File: src/rtl/conv33_stream_ctrl_if.sv
// Stream-side signals of the 3x3 stencil sequencer: frame start, upstream/downstream
// handshakes, pipeline strobes and frame status.
interface conv33_stream_ctrl_if #(
    parameter int IMG_W = 64,
    parameter int IMG_H = 64
);
    localparam int CNT_W = $clog2((IMG_W - 2) * (IMG_H - 2) + 1);

    logic             start;
    logic             in_avail;
    logic             out_ready;
    logic             in_inst_input_read_valid;
    logic             ub_clk_en;
    logic             out_inst_output_write_en;
    logic             busy;
    logic             done;
    logic [CNT_W-1:0] out_count;

    modport master (
        output start, in_avail, out_ready,
        input  in_inst_input_read_valid, ub_clk_en, out_inst_output_write_en,
               busy, done, out_count
    );

    modport slave (
        input  start, in_avail, out_ready,
        output in_inst_input_read_valid, ub_clk_en, out_inst_output_write_en,
               busy, done, out_count
    );
endinterface

File: src/rtl/conv33_stream_ctrl.sv
// Raster-scan sequencer for the input reg -> line buffer -> 9-tap adder pipeline.
// One frame per start; the whole pipeline advances only when both ends allow it.
module conv33_stream_ctrl #(
    parameter int IMG_W = 64,
    parameter int IMG_H = 64,
    parameter int LAT   = 1
) (
    input  logic                 clk,
    input  logic                 reset,
    conv33_stream_ctrl_if.slave  bus
);
    localparam int XW     = $clog2(IMG_W);
    localparam int YW     = $clog2(IMG_H);
    localparam int DW     = $clog2(LAT + 1);
    localparam int CNT_W  = $clog2((IMG_W - 2) * (IMG_H - 2) + 1);
    localparam int WR_MAX = (IMG_W - 2) * (IMG_H - 2);

    typedef enum logic [1:0] {
        IDLE  = 2'd0,
        RUN   = 2'd1,
        DRAIN = 2'd2,
        DONE  = 2'd3
    } state_t;

    state_t           state_reg;
    logic [XW-1:0]    x_reg;
    logic [YW-1:0]    y_reg;
    logic [LAT-1:0]   vp_reg;
    logic [LAT-1:0]   vp_next;
    logic [DW-1:0]    drain_reg;
    logic [CNT_W-1:0] count_reg;
    logic             busy_reg;
    logic             done_reg;

    logic adv;
    logic window_full;
    logic last_pix;
    logic last_drain;
    logic wr_en;

    always_comb begin
        adv = 1'b0;
        case (state_reg)
            RUN:     adv = bus.in_avail & bus.out_ready;
            DRAIN:   adv = bus.out_ready;
            default: adv = 1'b0;
        endcase
    end

    assign window_full = (x_reg >= XW'(2)) && (y_reg >= YW'(2));
    assign last_pix    = (x_reg == XW'(IMG_W - 1)) && (y_reg == YW'(IMG_H - 1));
    assign last_drain  = (drain_reg == DW'(LAT - 1));
    assign wr_en       = adv & vp_reg[LAT-1];

    // Window-valid flags travel alongside the pixel data; drain pushes bubbles.
    assign vp_next[0] = (state_reg == RUN) & window_full;
    generate
        for (genvar gi = 1; gi < LAT; gi++) begin : g_vp
            assign vp_next[gi] = vp_reg[gi-1];
        end
    endgenerate

    always_ff @(posedge clk) begin
        if (reset) begin
            state_reg <= IDLE;
            x_reg     <= '0;
            y_reg     <= '0;
            vp_reg    <= '0;
            drain_reg <= '0;
            count_reg <= '0;
            busy_reg  <= 1'b0;
            done_reg  <= 1'b0;
        end else begin
            if (wr_en && (count_reg != CNT_W'(WR_MAX)))
                count_reg <= count_reg + 1'b1;

            case (state_reg)
                IDLE: begin
                    if (bus.start) begin
                        state_reg <= RUN;
                        x_reg     <= '0;
                        y_reg     <= '0;
                        vp_reg    <= '0;
                        drain_reg <= '0;
                        count_reg <= '0;
                        busy_reg  <= 1'b1;
                    end
                end
                RUN: begin
                    if (adv) begin
                        vp_reg <= vp_next;
                        // Coordinates stay parked on the last pixel rather than wrapping.
                        if (last_pix) begin
                            state_reg <= DRAIN;
                            drain_reg <= '0;
                        end else if (x_reg == XW'(IMG_W - 1)) begin
                            x_reg <= '0;
                            y_reg <= y_reg + 1'b1;
                        end else begin
                            x_reg <= x_reg + 1'b1;
                        end
                    end
                end
                DRAIN: begin
                    if (adv) begin
                        vp_reg <= vp_next;
                        if (last_drain) begin
                            state_reg <= DONE;
                            busy_reg  <= 1'b0;
                            done_reg  <= 1'b1;
                        end else begin
                            drain_reg <= drain_reg + 1'b1;
                        end
                    end
                end
                DONE: begin
                    state_reg <= IDLE;
                    done_reg  <= 1'b0;
                end
                default: begin
                    state_reg <= IDLE;
                    busy_reg  <= 1'b0;
                    done_reg  <= 1'b0;
                end
            endcase
        end
    end

    assign bus.in_inst_input_read_valid = adv & (state_reg == RUN);
    assign bus.ub_clk_en                = adv;
    assign bus.out_inst_output_write_en = wr_en;
    assign bus.busy                     = busy_reg;
    assign bus.done                     = done_reg;
    assign bus.out_count                = count_reg;
endmodule

File: src/flat_wrapper.sv
// flat-port wrapper written by rule: the top's interface ports become plain ports
module conv33_stream_ctrl_flat 
#(
    parameter int IMG_W = 64,
    parameter int IMG_H = 64,
    parameter int LAT   = 1
)
  (clk, reset, bus_start, bus_in_avail, bus_out_ready, bus_in_inst_input_read_valid, bus_ub_clk_en, bus_out_inst_output_write_en, bus_busy, bus_done, bus_out_count);
  conv33_stream_ctrl_if #(.IMG_W(IMG_W), .IMG_H(IMG_H)) bus_i ();
  input  logic clk;
  input  logic reset;
  input wire logic [$bits(bus_i.start)-1:0] bus_start;
  input wire logic [$bits(bus_i.in_avail)-1:0] bus_in_avail;
  input wire logic [$bits(bus_i.out_ready)-1:0] bus_out_ready;
  output wire logic [$bits(bus_i.in_inst_input_read_valid)-1:0] bus_in_inst_input_read_valid;
  output wire logic [$bits(bus_i.ub_clk_en)-1:0] bus_ub_clk_en;
  output wire logic [$bits(bus_i.out_inst_output_write_en)-1:0] bus_out_inst_output_write_en;
  output wire logic [$bits(bus_i.busy)-1:0] bus_busy;
  output wire logic [$bits(bus_i.done)-1:0] bus_done;
  output wire logic [$bits(bus_i.out_count)-1:0] bus_out_count;
  assign bus_i.start = bus_start;
  assign bus_i.in_avail = bus_in_avail;
  assign bus_i.out_ready = bus_out_ready;
  assign bus_in_inst_input_read_valid = bus_i.in_inst_input_read_valid;
  assign bus_ub_clk_en = bus_i.ub_clk_en;
  assign bus_out_inst_output_write_en = bus_i.out_inst_output_write_en;
  assign bus_busy = bus_i.busy;
  assign bus_done = bus_i.done;
  assign bus_out_count = bus_i.out_count;
  conv33_stream_ctrl #(.IMG_W(IMG_W), .IMG_H(IMG_H), .LAT(LAT)) u_core (.clk(clk), .reset(reset), .bus(bus_i));
endmodule
File: config.mk
export PLATFORM = sky130hd
export DESIGN_NAME = conv33_stream_ctrl_flat
export DESIGN_NICKNAME = d
export VERILOG_FILES = /design/src/rtl/conv33_stream_ctrl_if.sv /design/src/rtl/conv33_stream_ctrl.sv /design/src/flat_wrapper.sv
export SDC_FILE = /design/constraint.sdc
export NUM_CORES = 1
export LEC_CHECK = 0
export CORE_UTILIZATION = 49
export CTS_CLUSTER_SIZE = 16
export DETAILED_ROUTE_END_ITERATION = 8
export GPL_ROUTABILITY_DRIVEN = 1
export GPL_TIMING_DRIVEN = 0
export MAX_ROUTING_LAYER = met4
export PLACE_DENSITY = 0.75
export SETUP_SLACK_MARGIN = 0.15
export SLEW_MARGIN = 15
export SYNTH_ARGS = -nofsm -noshare
export SYNTH_HDL_FRONTEND = slang
export SYNTH_SLANG_ARGS = --single-unit
File: constraint.sdc
create_clock -name clk -period 1.99 [get_ports clk]
set_input_delay 0.398 -clock clk [delete_from_list [all_inputs] [get_ports clk]]
set_output_delay 0.398 -clock clk [all_outputs]
set_load 0.02 [all_outputs]
==> results by group <==
Global route
  – Antenna violations before repair: 0
  – Number of global-route vias before repair: 1489
  – Wire length of the first global-routing pass: 6700 µm
  – Maximum number of pins on one net before global-route repair: 11
  – Global Route Usage Sum: 0.265
  – Grt ovf: 0

Synth
  – Mapped Area: 0.00162 mm²
  – Share of Yosys cell area claimed by the top area cell type: 0.359
  – Synthesized instance count: 196
  – Count of synthesis-stage warnings from yosys: 0
  – Cell taking the most area after synthesis: sky130_fd_sc_hd__dfxtp_1
  – Average cell area after synthesis: 8.25 µm²
  – Share of the yosys chip area belonging to registers: 0.359
  – Top cells by area, synth: sky130_fd_sc_hd__dfxtp_1, sky130_fd_sc_hd__ha_1, sky130_fd_sc_hd__nand2_1, sky130_fd_sc_hd__nor2_1, sky130_fd_sc_hd__nand3_1
  – Asr flop ratio synth: 0
  – Number of register bits inferred by synthesis: 29
  – Number of nets in the synthesized netlist: 211
  – Prevailing post-synth register cell: sky130_fd_sc_hd__dfxtp_1
  – Count of cell types in the netlist: 40
  – Number of synthesized flops with an enable pin: 0

Setup path
  – Cell with the largest stage delay on the worst path: sky130_fd_sc_hd__or4b_4
  – Critical Path RT: 2.21 ns
  – Ordered list of cells on the worst path: inv_4 > ha_4 > nand2_4 > or4b_4 > buf_6 > nor3_4 > xnor2_1 > nor2_1
  – Critical path startpoint category: flop
  – Stages on the worst setup path: 8
  – Crit. End Element: flop
  – Category of the most critical setup path: flop to flop
  – Maximum net fanout on the critical path: 6
  – Top cell family by delay on the critical path: simple AND/OR/NAND/NOR gates
  – Reg2reg path depth: 8
  – Highest cell delay on the worst timing path: 0.49 ns
  – Data arrival time of the worst path: 2.15 ns
  – Buf/Inv on CP: 2

Routing
  – Detailed-route vias per instance: 5.76
  – TritonRoute pass-1 iters: 4
  – Number of violations reported at the end of detailed-routing iteration 0: 167
  – Drt wl/cell: 15.1 µm
  – Post-DRT Antenna Nets: 0
  – Final wirelength: 4270 µm
  – Routed via count: 1623
  – Number of DRC violations after detailed routing: 0

Run status
  – Run status: finished, final reports clean

Finish
  – Layout-stage area growth over the synthesis result: 41.3%
  – Net count, final: 252
  – Area of the multi-input gates: 0.00116 mm²
  – Ratio of cells with drive above 1 in the final layout: 0.248
  – Largest register FFs: 12
  – Number of antenna diodes: 0
  – Sequential cell area: 591 µm²
  – Number of fill cells in the layout: 253

Timing
  – Final critical-path share of the clock period: 0.973
  – Clock period minus worst slack: 1.94 ns
  – Final Hold Violating Endpoints: 0
  – Setup repair after global routing missed its margin: yes
  – Final Skew: 0.0117 ns
  – Final setup viols: 0
  – Worst Tran Pin Value: 0.449 ns
  – Count of final max-slew check failures: 0
  – Timing-limited maximum frequency: 516 MHz
  – Final-layout setup total negative slack: 0 ns
  – Headroom to the max-slew limit: 0.698
  – Post-Route Hold Slack: 0.417 ns

Power
  – Switch share: 0.350
  – Leakage power: 0.984 nW
  – Total power: 1.98 mW
  – Internal: 1.28 mW
  – Worst IR drop on VDD: 738 µV
  – PwrDens: 865 mW/mm²
  – Clock network fraction of total power: 0.262
  – Net switching component of the power: 693 µW
  – Sequential cell fraction of total power: 0.336
  – Proportion of power drawn by combinational gates: 0.402

Floorplanning
  – Floorplan core area: 0.00310 mm²
  – Die Area: 0.00353 mm²
  – Initial Util: 0.521
  – Die Height: 59.4 µm
  – Cell Rows: 20
  – Die W: 59.4 µm
  – Boundary Pins: 22

Clock network
  – Sink Count: 29
  – Count of hold buffers inserted by post-cts repair: 0
  – Clock tree from TritonCTS: done
  – Buffer type at the clock tree root: sky130_fd_sc_hd__clkbuf_4
  – Buffer levels on the longest clock path: 2
  – Clock slew at the register clock pins of the worst setup and hold paths: 0.10 ns
  – Total number of H-tree levels: 2
  – TritonCTS Buffers: 5
  – Clock network latency to the later pin of the worst-skew pair: 0.35 ns

Flow run
  – Max-cap viol count: 0

Min path
  – Classification of the worst-slack hold path: input port to flop
  – Worst hold stages: 2

Place
  – Final RePlAce weighted congestion: 0.887
  – PortBufs: 20
  – Detailed Place HPWL: 2720 µm
==> cells by family after synthesis <==
family / Yosys count / synth area share
adders and majority gates: 10 / 0.0774
and+or+nand+nor: 93 / 0.296
xor gates and xnor gates: 9 / 0.0488
muxes: 4 / 0.0248
AOI/OAI and AO/OA: 37 / 0.159
DFF: 29 / 0.359
buffers and inverters: 14 / 0.0341
==> power groups by stage <==
stage,clock network [mW],registers [mW],logic [mW]
2_1_floorplan,0,0.676,0.477
3_3_place_gp,0,0.667,0.609
3_5_place_dp,0,0.671,0.622
4_1_cts,0.525,0.664,0.729
5_1_grt,0.551,0.670,0.861
6_report,0.518,0.665,0.794
==> synth_stat cells, types with 4 or more instances <==
cell,count
sky130_fd_sc_hd__nand4_1,6
sky130_fd_sc_hd__inv_1,9
sky130_fd_sc_hd__a21oi_1,7
sky130_fd_sc_hd__ha_1,10
sky130_fd_sc_hd__nor3_1,8
sky130_fd_sc_hd__o211ai_1,4
sky130_fd_sc_hd__xnor2_1,6
sky130_fd_sc_hd__mux2i_1,4
sky130_fd_sc_hd__o21ai_0,6
sky130_fd_sc_hd__nand2_1,24
sky130_fd_sc_hd__dfxtp_1,29
sky130_fd_sc_hd__nand3_1,13
sky130_fd_sc_hd__nor2_1,20
sky130_fd_sc_hd__o31ai_1,4
==> per-layer routing <==
metal | track usage | wire length (µm) | up-vias
met3 | 0.0633 | 214 | 7
met1 | 0.320 | 1850 | 773
met4 | 0.119 | 58 | 0
li1 | - | - | 797
met5 | - | 0 | -
met2 | 0.417 | 2150 | 46
==> layout make-up <==
cell class / instances / share of cell area
buffer: 5 / 0.0131
sequential: 29 / 0.258
inverter: 9 / 0.0170
multi-input combinational: 153 / 0.509
clock buffer: 7 / 0.0241
tap: 44 / 0.0241
clock inverter: 1 / 0.0131
timing repair buffer: 34 / 0.141
==> metrics by stage <==
stage,instance area (µm²),utilization,setup slack [ns],cells
6_report,2280,0.736,0.0538,282
5_1_grt,2280,0.736,-0.0287,282
2_1_floorplan,1700,-,0.147,196
3_3_place_gp,1960,0.630,-0.392,260
3_5_place_dp,1960,0.630,-0.442,260
4_1_cts,2150,0.693,0.0476,277
==> layout by cell type (no fill, tap or decap), types with 3 or more instances in the layout <==
cell type | netlist | final
sky130_fd_sc_hd__o31ai_1 | 4 | 3
sky130_fd_sc_hd__nand2_1 | 24 | 21
sky130_fd_sc_hd__nor2_1 | 20 | 19
sky130_fd_sc_hd__buf_6 | 0 | 4
sky130_fd_sc_hd__buf_4 | 0 | 14
sky130_fd_sc_hd__clkdlybuf4s50_1 | 0 | 9
sky130_fd_sc_hd__dlymetal6s2s_1 | 0 | 6
sky130_fd_sc_hd__nor3_1 | 8 | 3
sky130_fd_sc_hd__inv_1 | 9 | 7
sky130_fd_sc_hd__nand3_1 | 13 | 13
sky130_fd_sc_hd__ha_4 | 0 | 3
sky130_fd_sc_hd__ha_1 | 10 | 7
sky130_fd_sc_hd__a21o_1 | 3 | 3
sky130_fd_sc_hd__nand4_1 | 6 | 6
sky130_fd_sc_hd__nor3_4 | 0 | 4
sky130_fd_sc_hd__o21ai_0 | 6 | 5
sky130_fd_sc_hd__xor2_1 | 3 | 3
sky130_fd_sc_hd__clkbuf_4 | 0 | 6
sky130_fd_sc_hd__xnor2_1 | 6 | 6
sky130_fd_sc_hd__clkbuf_1 | 3 | 4
sky130_fd_sc_hd__a21oi_1 | 7 | 6
sky130_fd_sc_hd__o211ai_1 | 4 | 4
sky130_fd_sc_hd__mux2i_1 | 4 | 4
sky130_fd_sc_hd__dfxtp_1 | 29 | 25
==> final timing paths <==
path                        from                 endpoint  slack (ns)
max          u_core.state_reg[0]  u_core.bus.out_count[7]        0.05
min                        reset            u_core.vp_reg        0.42
max reg2reg  u_core.state_reg[0]  u_core.bus.out_count[7]        0.05
min reg2reg      u_core.bus.busy          u_core.bus.busy        0.49
==> what timing repair did <==
action,in CTS,in global routing
endpoints found under the setup margin,24,34
pin swaps,8,7
setup buffers,9,5
gates resized for setup,28,28
cloned,0,0
(Power assumes the default switching activity.)
